**src/rtl/apb_manager_bridge.sv**
```systemverilog
// APB manager bridge: accepts one request at a time on a valid/ready channel,
// decodes it to a one-hot peripheral select, runs the APB SETUP/ACCESS sequence,
// and returns read data and error status on a valid/ready response channel.
module apb_manager_bridge #(
    parameter int unsigned          AddrWidth     = 32,
    parameter int unsigned          DataWidth     = 32,
    parameter int unsigned          PrphNum       = 1,
    parameter logic [AddrWidth-1:0] BaseAddr      = '0,
    parameter int unsigned          PrphAddrBits  = 12,
    parameter int unsigned          TimeoutCycles = 0
) (
    input  logic                   clk,
    input  logic                   reset,

    input  logic                   reqValid,
    output logic                   reqReady,
    input  logic [AddrWidth-1:0]   reqAddr,
    input  logic                   reqWrite,
    input  logic [DataWidth-1:0]   reqWData,
    input  logic [DataWidth/8-1:0] reqStrb,
    input  logic [3:0]             reqProt,

    output logic                   rspValid,
    input  logic                   rspReady,
    output logic [DataWidth-1:0]   rspRData,
    output logic                   rspError,

    output logic [AddrWidth-1:0]   apbAddr,
    output logic [3:0]             apbProt,
    output logic [PrphNum-1:0]     apbSelectors,
    output logic                   apbEnable,
    output logic                   apbWrite,
    output logic [DataWidth-1:0]   apbWData,
    output logic [DataWidth/8-1:0] apbStrb,
    input  logic                   apbReady,
    input  logic [DataWidth-1:0]   apbRData,
    input  logic                   apbSubError
);

    localparam int unsigned StrbWidth = DataWidth / 8;
    localparam int unsigned CntWidth  = (TimeoutCycles == 0) ? 1 : $clog2(TimeoutCycles + 1);
    // Abort fires on the ACCESS cycle whose wait count would reach TimeoutCycles.
    localparam logic [CntWidth-1:0] CntLast =
        (TimeoutCycles == 0) ? '0 : CntWidth'(TimeoutCycles - 1);

    typedef enum logic [1:0] {
        IDLE,
        SETUP,
        ACCESS,
        RESP
    } state_t;

    state_t state, state_d;

    logic [CntWidth-1:0]  cnt, cnt_d;
    logic [AddrWidth-1:0] addr_d;
    logic [3:0]           prot_d;
    logic [PrphNum-1:0]   sel_d;
    logic                 en_d;
    logic                 write_d;
    logic [DataWidth-1:0] wdata_d;
    logic [StrbWidth-1:0] strb_d;
    logic                 rsp_valid_d;
    logic [DataWidth-1:0] rsp_rdata_d;
    logic                 rsp_error_d;

    logic [AddrWidth-1:0] offset;
    logic [AddrWidth-1:0] index;
    logic                 decode_err;
    logic [PrphNum-1:0]   sel_dec;

    assign reqReady = (state == IDLE) && !reset;

    // Address decode: window index relative to BaseAddr, unsigned with wrap.
    assign offset     = reqAddr - BaseAddr;
    assign index      = offset >> PrphAddrBits;
    assign decode_err = (reqAddr < BaseAddr) || (index >= AddrWidth'(PrphNum));

    // One-hot selector for the decoded peripheral index.
    always_comb begin
        sel_dec = '0;
        for (int unsigned i = 0; i < PrphNum; i++) begin
            sel_dec[i] = (index == AddrWidth'(i));
        end
    end

    // Next-state and next-output logic; every register holds unless updated.
    always_comb begin
        state_d     = state;
        cnt_d       = cnt;
        addr_d      = apbAddr;
        prot_d      = apbProt;
        sel_d       = apbSelectors;
        en_d        = apbEnable;
        write_d     = apbWrite;
        wdata_d     = apbWData;
        strb_d      = apbStrb;
        rsp_valid_d = rspValid;
        rsp_rdata_d = rspRData;
        rsp_error_d = rspError;

        case (state)
            IDLE: begin
                if (reqValid) begin
                    if (decode_err) begin
                        rsp_valid_d = 1'b1;
                        rsp_error_d = 1'b1;
                        rsp_rdata_d = '0;
                        state_d     = RESP;
                    end else begin
                        addr_d  = reqAddr;
                        prot_d  = reqProt;
                        write_d = reqWrite;
                        wdata_d = reqWData;
                        strb_d  = reqWrite ? reqStrb : '0;
                        sel_d   = sel_dec;
                        en_d    = 1'b0;
                        cnt_d   = '0;
                        state_d = SETUP;
                    end
                end
            end
            SETUP: begin
                en_d    = 1'b1;
                state_d = ACCESS;
            end
            ACCESS: begin
                if (apbReady) begin
                    rsp_rdata_d = apbWrite ? '0 : apbRData;
                    rsp_error_d = apbSubError;
                    rsp_valid_d = 1'b1;
                    sel_d       = '0;
                    en_d        = 1'b0;
                    state_d     = RESP;
                end else if ((TimeoutCycles != 0) && (cnt == CntLast)) begin
                    rsp_rdata_d = '0;
                    rsp_error_d = 1'b1;
                    rsp_valid_d = 1'b1;
                    sel_d       = '0;
                    en_d        = 1'b0;
                    state_d     = RESP;
                end else begin
                    cnt_d = cnt + 1'b1;
                end
            end
            RESP: begin
                if (rspReady) begin
                    rsp_valid_d = 1'b0;
                    state_d     = IDLE;
                end
            end
            default: state_d = IDLE;
        endcase
    end

    // State and registered outputs; asynchronous reset drops any transfer in flight.
    always_ff @(posedge clk or posedge reset) begin
        if (reset) begin
            state        <= IDLE;
            cnt          <= '0;
            apbAddr      <= '0;
            apbProt      <= '0;
            apbSelectors <= '0;
            apbEnable    <= 1'b0;
            apbWrite     <= 1'b0;
            apbWData     <= '0;
            apbStrb      <= '0;
            rspValid     <= 1'b0;
            rspRData     <= '0;
            rspError     <= 1'b0;
        end else begin
            state        <= state_d;
            cnt          <= cnt_d;
            apbAddr      <= addr_d;
            apbProt      <= prot_d;
            apbSelectors <= sel_d;
            apbEnable    <= en_d;
            apbWrite     <= write_d;
            apbWData     <= wdata_d;
            apbStrb      <= strb_d;
            rspValid     <= rsp_valid_d;
            rspRData     <= rsp_rdata_d;
            rspError     <= rsp_error_d;
        end
    end

endmodule

```
**config.mk**
```make
export PLATFORM = sky130hd
export DESIGN_NAME = apb_manager_bridge
export DESIGN_NICKNAME = d
export VERILOG_FILES = /design/src/rtl/apb_manager_bridge.sv
export SDC_FILE = /design/constraint.sdc
export NUM_CORES = 1
export LEC_CHECK = 0
export CORE_MARGIN = 8
export CORE_UTILIZATION = 41
export DETAILED_ROUTE_END_ITERATION = 6
export PLACE_DENSITY_LB_ADDON = 0.08
export SYNTH_ARGS = -nofsm -noshare
export SYNTH_HDL_FRONTEND = slang
export SYNTH_SLANG_ARGS = --single-unit
```
**constraint.sdc**
```tcl
create_clock -name clk -period 5.3 [get_ports clk]
set_clock_uncertainty 0.05 [all_clocks]
set_input_delay 1.06 -clock clk [delete_from_list [all_inputs] [get_ports clk]]
set_output_delay 1.06 -clock clk [all_outputs]
set_load 0.03 [all_outputs]
```
==> metrics <==
status finished clean; Avg Inst Size Synth 15.1 µm²; Initial DRC Count 204; R2R Setup Slk 2.68 ns; Ports 221; Final Hold Fails 0; VDD IR max 0.194 mV; layout filler cell count 827; I/O Buffers 220; Async SR Flop Fraction 1.00; Final TNS setup 0 ns; most frequent cell after synthesis dfrtp_1; total wire length 13200 µm; max_cap viols 0; r2r startpoint state[0]; Clock Sinks 111; H-tree levels 3; period utilisation layout 0.646; share of the synthesized area in the top cell type 0.616; clock edge transition at the registers on the reported setup and hold paths 0.10 ns; Unique masters post-synth 34; Die Y 121 µm; Synth area leader dfrtp_1; #FFs+latches synth 111; Routed Antenna Nets 0; multi-input logic area 1600 µm²; iteration count of the initial detailed-routing pass 4; Resized Gates After CTS 0; CTS Buf Count 9; gr usage total 0.181; Detail Placement HPWL 9910 µm; area of the core 10800 µm²; Register Area 2780 µm²; post-synthesis sequential area ratio 0.616; nets 635; LEAKAGE 3.35 nW; largest net degree at the start of global routing 80; WP data required 4.19 ns; Worst-Margin Slew 1.15 ns; Post-synth EDFFs 0; Root Buffer clkbuf_8; Final GP Congestion 0.800; first-pass GRT wire length 20500 µm; Final Max Tran Viols 0; Worst setup SP type input port; Hold Startpoint apbAddr[17]; vias in the first global route 3536; clk buf depth 2; Post-Syn Area 4510 µm²; Die W 121 µm; grt ovf 0; TritonCTS clock tree yes; clk_lat worst skew 0.36 ns; setup ws final 1.88 ns; full die area 14600 µm²; yosys warns 0; placed cells 647; Wirelength per Cell 19.9 µm; Fmax achieved 292 MHz; Post-Syn Nets 416; synth top area cells dfrtp_1, mux2_4, a22o_1, and2_1, ha_1; type of the worst setup path input port to output pin; RSZ-0062 raised after global routing false; via/cell ratio 4.93; Rows 38; antenna violations before repair 0; # Post-CTS Setup Buffers 0; DRC viols 0; Primary FF master, synth dfrtp_1; Finished Layout Cells 663; Mapped Cells 299; Setup crit end kind output pin; diodes inserted 0; Rel. slew slack 0.232; total number of vias 3271; Worst Hold Class flip-flop to flip-flop; CTS hold repair buffers 0; crit path max fanout 2; CP Launch Point reset; Final min period 3.42 ns; layout cells sized above 1 0.143; Critical Path AT 2.31 ns; PnR Total Power 2.27 mW; endpoints failing setup 0; DP Worst Slack 1.61 ns; Initial Utilization 0.418; synthesis-to-layout area growth 55.2%; pwr dens 324 nW/µm²; Synth top cells by count dfrtp_1, mux2_4, a22o_1, and2_1, inv_1
[path summary, 6_finish.rpt]
kind                                     end  cells after the start
worst max-delay path                reqReady                      3
worst max register to register  rspRData[21]                      6
min in group asynchronous          apbEnable                      2
worst min-delay path             apbAddr[17]                      1
worst min register to register   apbAddr[17]                      1
max in group asynchronous           apbWrite                      3
[placed cells by master, fill, tap and decap left out, types with 3 or more instances in the layout]
cell type,n
ha_1,6
nand2b_1,4
clkbuf_8,10
nor2_1,4
or4_1,4
buf_4,3
mux2_2,4
clkdlybuf4s50_1,220
mux2_4,46
nand2_1,6
mux2i_1,4
nand3_1,3
dfrtp_1,111
inv_1,11
nor4_1,4
a22o_1,32
and2_1,21
[cell families (layout without fill, tap and decap cells)]
group,Yosys count,count (layout),synth area share
adders and majority gates,6,6,0.0166
AOI/OAI and AO/OA,43,43,0.0819
buffers and inverters,27,251,0.0319
muxes,54,54,0.172
DFF,111,111,0.616
and+or+nand+nor,58,58,0.0816
[flip-flops by register name (all words and copies together) (netlist names), 2 cells and up]
register	cells
apbAddr	32
apbWData	32
rspRData	32
apbProt	4
apbStrb	4
state	2
[worst max-delay path, cell delays in order]
cell	delay [ns]
clkdlybuf4s50_1	0.46
nor2_1	0.11
clkdlybuf4s50_1	0.68
[area by class of cell]
cell class | instances | share of cell area
tap | 140 | 0.0250
inverter | 12 | 0.00679
clock inverter | 6 | 0.00608
timing repair buffer | 223 | 0.318
multi-input combinational | 161 | 0.228
sequential | 111 | 0.397
clock buffer | 10 | 0.0197
[metrics by stage]
stage | hold slack, ns | cell area [µm²] | utilization
after CTS | 0.449 | 7000 | 0.649
after detailed placement | 0.423 | 6820 | 0.632
after global placement | 0.418 | 6820 | 0.632
after floorplan | 0.470 | 4510 | -
after global routing | 0.460 | 7000 | 0.649
final | 0.445 | 7000 | 0.649
[metal layers]
metal | vias to the layer above | track usage | share of wire
met5 | - | 0 | 0
met4 | 0 | 0.0593 | 0.011
met3 | 14 | 0.0647 | 0.095
met2 | 124 | 0.295 | 0.49
met1 | 1630 | 0.217 | 0.40
li1 | 1503 | - | -
[power breakdown]
part	switching [mW]	total (mW)	internal (mW)
Clock	0.284	0.470	0.186
Combinational	0.438	0.797	0.359
Sequential	0.0611	0.999	0.938
Total	0.783	2.27	1.48
(Power assumes the default switching activity.)
